File: src/rtl/tx_engine_pkg.sv
// Shared UART definitions: baud counts, FSM encodings, default port and frame builder.
// Used by tx_engine and baud_sel; rx_engine can import the same constants.
package tx_engine_pkg;

  // Rounded bit period in clocks for a given clock and line rate
  function automatic logic [17:0] baud_div(input int clk_hz, input int rate);
    baud_div = 18'((clk_hz + rate / 2) / rate);
  endfunction

  localparam logic [17:0] BAUD_CNT_0   = baud_div(50_000_000, 300);
  localparam logic [17:0] BAUD_CNT_1   = baud_div(50_000_000, 1200);
  localparam logic [17:0] BAUD_CNT_2   = baud_div(50_000_000, 2400);
  localparam logic [17:0] BAUD_CNT_3   = baud_div(50_000_000, 4800);
  localparam logic [17:0] BAUD_CNT_4   = baud_div(50_000_000, 9600);
  localparam logic [17:0] BAUD_CNT_5   = baud_div(50_000_000, 19200);
  localparam logic [17:0] BAUD_CNT_6   = baud_div(50_000_000, 38400);
  localparam logic [17:0] BAUD_CNT_7   = baud_div(50_000_000, 57600);
  localparam logic [17:0] BAUD_CNT_8   = baud_div(50_000_000, 115200);
  localparam logic [17:0] BAUD_CNT_9   = baud_div(50_000_000, 230400);
  localparam logic [17:0] BAUD_CNT_10  = baud_div(50_000_000, 460800);
  localparam logic [17:0] BAUD_CNT_11  = baud_div(50_000_000, 921600);
  localparam logic [17:0] BAUD_CNT_DEF = BAUD_CNT_8;

  localparam logic [0:0] IDLE  = 1'b0;
  localparam logic [0:0] SHIFT = 1'b1;

  localparam logic [15:0] TX_PORT_DEF = 16'h0000;

  // Bit 0 is the start bit; unused upper positions stay 1 so the line idles after stop
  function automatic logic [10:0] build_frame(input logic [7:0] data, input logic eight,
                                              input logic pen, input logic even);
    logic [7:0] d;
    logic       par;
    d = eight ? data : {1'b0, data[6:0]};
    par = even ? ^d : ~^d;
    build_frame = '1;
    build_frame[0] = 1'b0;
    if (eight) begin
      build_frame[8:1] = d;
      if (pen) build_frame[9] = par;
    end else begin
      build_frame[7:1] = d[6:0];
      if (pen) build_frame[8] = par;
    end
  endfunction

endpackage

File: src/rtl/tx_engine_baud_sel.sv
// Baud select: maps the 4-bit baud code to a bit period in clocks (codes 12-15 = 115200).
module baud_sel
  import tx_engine_pkg::*;
#(
  parameter int CLK_HZ = 50_000_000
) (
  input  logic [3:0]  baud,
  output logic [17:0] count
);

  always_comb begin
    count = baud_div(CLK_HZ, 115200);
    case (baud)
      4'd0:    count = baud_div(CLK_HZ, 300);
      4'd1:    count = baud_div(CLK_HZ, 1200);
      4'd2:    count = baud_div(CLK_HZ, 2400);
      4'd3:    count = baud_div(CLK_HZ, 4800);
      4'd4:    count = baud_div(CLK_HZ, 9600);
      4'd5:    count = baud_div(CLK_HZ, 19200);
      4'd6:    count = baud_div(CLK_HZ, 38400);
      4'd7:    count = baud_div(CLK_HZ, 57600);
      4'd8:    count = baud_div(CLK_HZ, 115200);
      4'd9:    count = baud_div(CLK_HZ, 230400);
      4'd10:   count = baud_div(CLK_HZ, 460800);
      4'd11:   count = baud_div(CLK_HZ, 921600);
      default: count = baud_div(CLK_HZ, 115200);
    endcase
  end

endmodule

File: src/rtl/tx_engine.sv
// UART transmit engine: host byte write -> start/data/parity/stop frame, LSB first.
// Optional TX_HOLD_EN adds a one-byte holding register for gapless back-to-back frames.
module tx_engine
  import tx_engine_pkg::*;
#(
  parameter logic [15:0] TX_PORT = TX_PORT_DEF,
  parameter int          CLK_HZ  = 50_000_000
) (
  input  logic        clk,
  input  logic        rst,
  input  logic        write_strobe,
  input  logic [15:0] port_id,
  input  logic [7:0]  out_port,
  input  logic        eight,
  input  logic        pen,
  input  logic        even,
  input  logic [3:0]  baud,
  output logic        tx,
  output logic        TXRDY
);

  logic [0:0]  state;
  logic [17:0] timer;
  logic [17:0] k_last;
  logic [3:0]  bit_cnt;
  logic [3:0]  last_bit;
  logic [10:0] shifter;
  logic [17:0] k_sel;
  logic        wr;
  logic        frame_end;
  logic        load;
  logic [7:0]  load_data;

  baud_sel #(.CLK_HZ(CLK_HZ)) u_baud_sel (
    .baud  (baud),
    .count (k_sel)
  );

  assign wr        = write_strobe && (port_id == TX_PORT) && TXRDY;
  assign frame_end = (state == SHIFT) && (timer == k_last) && (bit_cnt == last_bit);
  assign tx        = shifter[0];

`ifdef TX_HOLD_EN
  logic [7:0] hold_data;
  logic       hold_valid;

  assign TXRDY = ~hold_valid;
  // A write landing on the final edge of a frame goes straight into the shifter
  assign load      = ((state == IDLE) && wr) || (frame_end && (hold_valid || wr));
  assign load_data = hold_valid ? hold_data : out_port;

  always_ff @(posedge clk or posedge rst) begin
    if (rst) begin
      hold_data  <= 8'h00;
      hold_valid <= 1'b0;
    end else if (frame_end && hold_valid) begin
      hold_valid <= 1'b0;
    end else if (wr && (state == SHIFT) && !frame_end) begin
      hold_data  <= out_port;
      hold_valid <= 1'b1;
    end
  end
`else
  assign TXRDY     = (state == IDLE);
  assign load      = (state == IDLE) && wr;
  assign load_data = out_port;
`endif

  // Shifter resets to all ones so the line is idle-high straight out of reset
  always_ff @(posedge clk or posedge rst) begin
    if (rst) begin
      state    <= IDLE;
      timer    <= 18'd0;
      k_last   <= 18'd0;
      bit_cnt  <= 4'd0;
      last_bit <= 4'd0;
      shifter  <= '1;
    end else if (load) begin
      state    <= SHIFT;
      timer    <= 18'd0;
      k_last   <= k_sel - 18'd1;
      bit_cnt  <= 4'd0;
      last_bit <= 4'd8 + {3'b000, eight} + {3'b000, pen};
      shifter  <= build_frame(load_data, eight, pen, even);
    end else if (state == SHIFT) begin
      if (timer == k_last) begin
        timer <= 18'd0;
        if (bit_cnt == last_bit) begin
          state   <= IDLE;
          shifter <= '1;
        end else begin
          shifter <= {1'b1, shifter[10:1]};
          bit_cnt <= bit_cnt + 4'd1;
        end
      end else begin
        timer <= timer + 18'd1;
      end
    end
  end

endmodule

File: config.mk
export PLATFORM = sky130hd
export DESIGN_NAME = tx_engine
export DESIGN_NICKNAME = d
export VERILOG_FILES = /design/src/rtl/tx_engine_pkg.sv /design/src/rtl/tx_engine_baud_sel.sv /design/src/rtl/tx_engine.sv
export SDC_FILE = /design/constraint.sdc
export NUM_CORES = 1
export LEC_CHECK = 0
export CORE_MARGIN = 8
export CORE_UTILIZATION = 40
export DETAILED_ROUTE_END_ITERATION = 6
export GPL_TIMING_DRIVEN = 0
export PLACE_DENSITY = 0.58
export SETUP_SLACK_MARGIN = 0.05
export SYNTH_ARGS = -nofsm -noshare
export SYNTH_HDL_FRONTEND = slang
export SYNTH_SLANG_ARGS = --single-unit
export TNS_END_PERCENT = 50
File: constraint.sdc
create_clock -name clk -period 2.05 [get_ports clk]
set_clock_uncertainty 0.1 [all_clocks]
set_input_delay 0.5125 -clock clk [delete_from_list [all_inputs] [get_ports clk]]
set_output_delay 0.5125 -clock clk [all_outputs]
set_load 0.05 [all_outputs]
== Word level (Yosys, flattened, before mapping) ==
Memories as Yosys holds them, arrays and structs flattened.
Index checks and enable logic that the tools add are counted.

* Flip-flop bits (word level): 56
* ROM bits: 272
* Bits of input ports: 34
* Output and inout bits: 2
* Logic and storage cells: 46
* Memories: 1

{| class="wikitable"
|+ Memories
! name !! words !! width !! read ports !! clocked after memory_dff !! write ports !! RTL line !! text
|-
| (no name shown) || 16 || 17 || 1 || 0 || 0 || tx_engine_baud_sel.sv:13 || <nowiki>case (baud)</nowiki>
|}

* $add $sub $neg: 5
* Equality and inequality tests: 3
* Multiplexer cells: 20
* Bitwise logic cells: 1
* Reduce and logical (&&, ||, !) cells: 10

{| class="wikitable"
|+ Operators with widths
! kind !! number
|-
| $mux W18 || 3
|-
| $mux W11 || 3
|-
| $add A18 B1 Y18 const B || 1
|-
| $eq A18 B18 Y1 || 1
|-
| $sub A18 B1 Y18 const B || 1
|-
| $logic_not A16 Y1 || 1
|-
| $mux W4 || 4
|-
| $mux W8 || 2
|-
| $mux W10 || 1
|-
| $reduce_xnor A8 Y1 || 1
|-
| $reduce_xor A8 Y1 || 1
|-
| $mux W1 || 7
|-
| $add A4 B1 Y4 || 1
|-
| $add A4 B1 Y4 const A || 1
|-
| $add A4 B1 Y4 const B || 1
|-
| $eq A4 B4 Y1 || 1
|-
| $reduce_bool A2 Y1 || 2
|-
| $logic_and A1 B1 Y1 || 3
|-
| $reduce_and A3 Y1 || 1
|-
| $ne A2 B2 Y1 const B || 1
|-
| $reduce_and A2 Y1 || 1
|-
| $not A1 Y1 || 1
|}

== Depth between registers and ports, before layout ==
* Depth in word-level cells: 6
* Gate-level depth with buffers: 10

== By module ==
From an unflattened synthesis, not the netlist that was laid out.

* Cell total of the unflattened synthesis: 400
* Area total of the unflattened synthesis: 3547.2 um^2

{| class="wikitable"
|+ Modules (own cells, without submodules)
! module !! times used !! cells each !! area an instance (um^2) !! seq. area each (um^2)
|-
| tx_engine || 1 || 346 || 3130.5 || 1363.8
|-
| baud_sel || 1 || 54 || 416.6 || 0.0
|}

== Worst setup path after synthesis ==
OpenSTA, ideal clock, no wires.

* Path kind: input port to flip-flop
* From: input port baud[3]
* To: register k_last[8]
* Arrival: 2.171 ns
* Data required time: 1.867 ns
* Slack: -0.303 ns
* Stages: 9
* Buffers on the path: 2
* Path through: clkbuf_1 clkbuf_1 nand2b_1 a31oi_1 ha_1 o21ai_0 and3b_1 a221o_1 o21ai_0

* Cells in the longest elaborated chain, start to end: 2

{| class="wikitable"
|+ Ends and longest elaborated chain
! item !! RTL line !! text
|-
| from (decl) || tx_engine.sv:17 || <nowiki>input logic [3:0] baud,</nowiki>
|-
| $mem_v2 Z16 W17 || n/a ||
|-
| $sub A18 B1 Y18 || tx_engine.sv:81 || <nowiki>k_last <= k_sel - 18'd1;</nowiki>
|-
| to (signal assigned) || tx_engine.sv:81 ||
|-
| to (decl) || tx_engine.sv:24 || <nowiki>logic [17:0] k_last;</nowiki>
|}

Every way passes these cells.
A chain may end at the register's enable or synchronous reset.

== Final worst setup path ==
* From: register timer[6]
* To: register timer[1]

* Cells in the longest elaborated chain, start to end: 4

{| class="wikitable"
|+ Ends and longest elaborated chain
! item !! RTL line !! text
|-
| from (decl) || tx_engine.sv:23 || <nowiki>logic [17:0] timer;</nowiki>
|-
| from (signal assigned) || tx_engine.sv:96 || <nowiki>timer <= timer + 18'd1;</nowiki>
|-
| $eq A18 B18 Y1 || tx_engine.sv:86 || <nowiki>if (timer == k_last) begin</nowiki>
|-
| $mux W18 || tx_engine.sv:86 ||
|-
| $mux W18 || tx_engine.sv:85 || <nowiki>end else if (state == SHIFT) begin</nowiki>
|-
| $mux W18 || tx_engine.sv:78 || <nowiki>end else if (load) begin</nowiki>
|}

Every way passes these cells. The select of a mux whose other input is x is not followed.

==> out/metrics.yaml <==
multi_input_area_sq_um: 2170
ir_drop_v: 0.000203
nets: 494
numCtsBuffers: 5
die_y_um: 107
cts-root-buf: "clkbuf_8"
yosysMostFrequentCell: "nand2_1"
yosysWarnings: 0
synth_cell_types: 52
worstHoldPathCells: 2
maxSlewViolCount: 0
synth-edff-count: 0
grt_overflow_total: 0
track_usage: 0.168
fin_crit_sh: 1.11
maxCapViolCount: 0
first_iter_violations: 89
worstPathRequired_ns: 2.17
fillers: 715
ant_nets: 0
final-hold-violation-count: 0
cts_tree: "done"
ys_top_cells_by_count: "49 x nand2_1, 44 x dfrtp_1, 28 x nor2_1"
antenna_found_initial: 0
critical_path.max_stage_delay_ns: 0.44
synthCells: 375
rsz0062_at_grt: "yes"
slowest_stage: "or4_4"
synthFlopType: "dfrtp_1"
area_growth_pct: 42.2
ys_async_sr_fraction: 1.00
grt_pass1_wl_um: 15400
post-place-ws_ns: -1.17
min_period_ns: 2.28
clkTransAtPathRegs_ns: 0.11
drt-total-wl_um: 9560
yosysSeqAreaShare: 0.416
final-setup-viol-count: 33
vias: 2970
drive_gt1_frac: 0.341
power_per_cell_area_nw_per_um2: 432
cp-start-kind: "flip-flop"
rows: 33
synthesis.area_sq_um: 3280
die-area_sq_um: 11300
die-width_um: 107
synth_area_leader_cell: "dfrtp_1"
p_leak_nw: 1.99
grt_max_degree: 35
cp_common_cell: "buf_8"
r2r_cells: 8
syn_nets: 419
worstSkewPairLatency_ns: 0.32
grt_pass1_vias: 2918
yosys.area.top_type_share: 0.336
worst_slew_pin_slew_ns: 0.554
h-tree-depth: 2
outcome: "complete, but fails checks"
worst_setup_path_end_kind: "flip-flop"
dpl.hpwl_um: 6550
min-delay-path-class: "flip-flop to flip-flop"
drc: 0
critical_path.cell_chain: "buf_8, xnor2_2, nand4_1, or4_4, buf_8, o31a_1, buf_6, a22o_1"
initial_core_util: 0.405
arrival_ns: 2.40
relSlewSlack: 0.629
layout.area.seq_sq_um: 1370
ios: 36
via_per_inst: 5.34
path_class: "flip-flop to flip-flop"
clk_path_buf_depth: 2
fmax_mhz: 439
port_buffers: 35
violations: "setup timing"
fin_util: 0.576
cts_sinks: 54
drt_pass1_iterations: 4
gp_congestion: 0.810
syn_area_per_cell_sq_um: 8.74
worst-path-max-fanout: 6
synthTopCellsByArea: "dfrtp_1 34%, dfstp_2 8.0%, xnor2_1 6.4%, nand2_1 5.6%, ha_1 3.8%"
synth-seq-cells: 54
core-area_sq_um: 8090
antenna_cells: 0
layout_setup_ws_ns: -0.228
wire_per_inst_um: 17.2
placed cells by master (no fill, tap or decap), drive strengths merged, types with 2 or more instances in the layout:
master / synthesis / final
nand2: 49 / 49
buf: 6 / 49
dfrtp: 44 / 44
nor2: 29 / 29
xnor2: 24 / 24
o21ai: 24 / 24
nor3: 19 / 19
nand3: 18 / 18
inv: 17 / 16
clkbuf: 11 / 16
a21oi: 15 / 15
clkdlybuf4s50: 0 / 12
nor2b: 12 / 12
dfstp: 10 / 10
ha: 10 / 10
nand2b: 9 / 9
clkdlybuf4s15: 0 / 8
or3: 6 / 6
o311ai: 6 / 6
nor4: 6 / 6
dlygate4sd2: 0 / 5
nand4: 5 / 5
o22ai: 5 / 5
o31ai: 5 / 5
or2: 4 / 4
and3: 4 / 4
mux2i: 4 / 4
xor2: 3 / 3
a21o: 3 / 3
nand3b: 3 / 3
o2bb2ai: 3 / 3
or4: 2 / 2
a2111oi: 2 / 2
a31oi: 2 / 2
and2: 2 / 2
clkinvlp: 0 / 2
a211oi: 2 / 2
power breakdown:
group / switching, mW / internal, mW
Combinational: 0.146 / 0.145
Sequential: 0.00985 / 1.07
Clock: 0.370 / 0.273
Total: 0.526 / 1.49
stage by stage:
| stage | setup TNS (ns) | hold slack [ns] | total power [mW] | std cells | cell area, sq um |
|---|---|---|---|---|---|
| 5_1_grt | -8.55 | 0.416 | 2.09 | 556 | 4660 |
| 4_1_cts | -4.91 | 0.389 | 2.02 | 545 | 4410 |
| 2_1_floorplan | -0.804 | 0.354 | 1.25 | 375 | 3470 |
| 3_5_place_dp | -41.62 | 0.378 | 1.37 | 516 | 3980 |
| 6_report | -5.07 | 0.377 | 2.02 | 556 | 4660 |
| 3_3_place_gp | -87.48 | 0.371 | 1.37 | 515 | 3960 |
final cells by class:
cell class / count / area share
Tap cell: 105 / 0.0282
Buffer: 16 / 0.0430
Timing Repair Buffer: 69 / 0.134
Sequential cell: 54 / 0.295
Inverter: 17 / 0.0145
Multi-Input combinational cell: 287 / 0.465
Clock inverter: 2 / 0.00268
Clock buffer: 6 / 0.0177
critical path, delay by kind of cell (launching register included):
| family | cells | cell delay, ns |
|---|---|---|
| DFF | 1 | 0.40 |
| buffers and inverters | 3 | 0.47 |
| and+or+nand+nor | 2 | 0.55 |
| xor gates and xnor gates | 1 | 0.10 |
| AOI/OAI and AO/OA | 2 | 0.55 |
routing by layer:
layer | part of all wire | global-route usage | up-vias | routed length, um
met5 | 0 | 0 | - | 0
met4 | 0.013 | 0.0492 | 0 | 121
met3 | 0.021 | 0.0200 | 11 | 203
met2 | 0.51 | 0.280 | 46 | 4880
met1 | 0.46 | 0.223 | 1441 | 4360
li1 | - | - | 1472 | -
flip-flops by register name, indices dropped and copies added (netlist names):
signal	flops
timer	18
shifter	10
bit_cnt	4
state	1
k_last	18
last_bit	3
path summary, 6_finish.rpt:
kind,start,to,slack (ns)
worst max-delay path,timer[6],timer[1],-0.23
worst min-delay path,shifter[0],shifter[0],0.38
worst max register to register,timer[6],timer[1],-0.23
worst min register to register,shifter[0],shifter[0],0.38
max in group asynchronous,rst,shifter[1],0.80
min in group asynchronous,rst,timer[12],0.42
cell families (layout without fill, tap and decap cells):
group                    after synthesis  in the layout  synth area share
AO/OA/AOI/OAI                         74             74             0.149
XOR/XNOR                              27             27            0.0722
adder cells (fa/ha/maj)               10             10            0.0382
buffers and inverters                 34            110            0.0420
flip-flops                            54             54             0.416
multiplexers                           4              4            0.0122
AND/OR/NAND/NOR                      172            172             0.270
timing repair:
item | 4_1_cts | 5_1_grt
resized for setup | 114 | 55
cloned | 3 | 2
setup endpoints to repair | 56 | 49
hold buffers | 0 | 0
pin swaps | 22 | 24
buffers inserted | 19 | 9
Note: power is estimated with default switching activity, not from simulation.
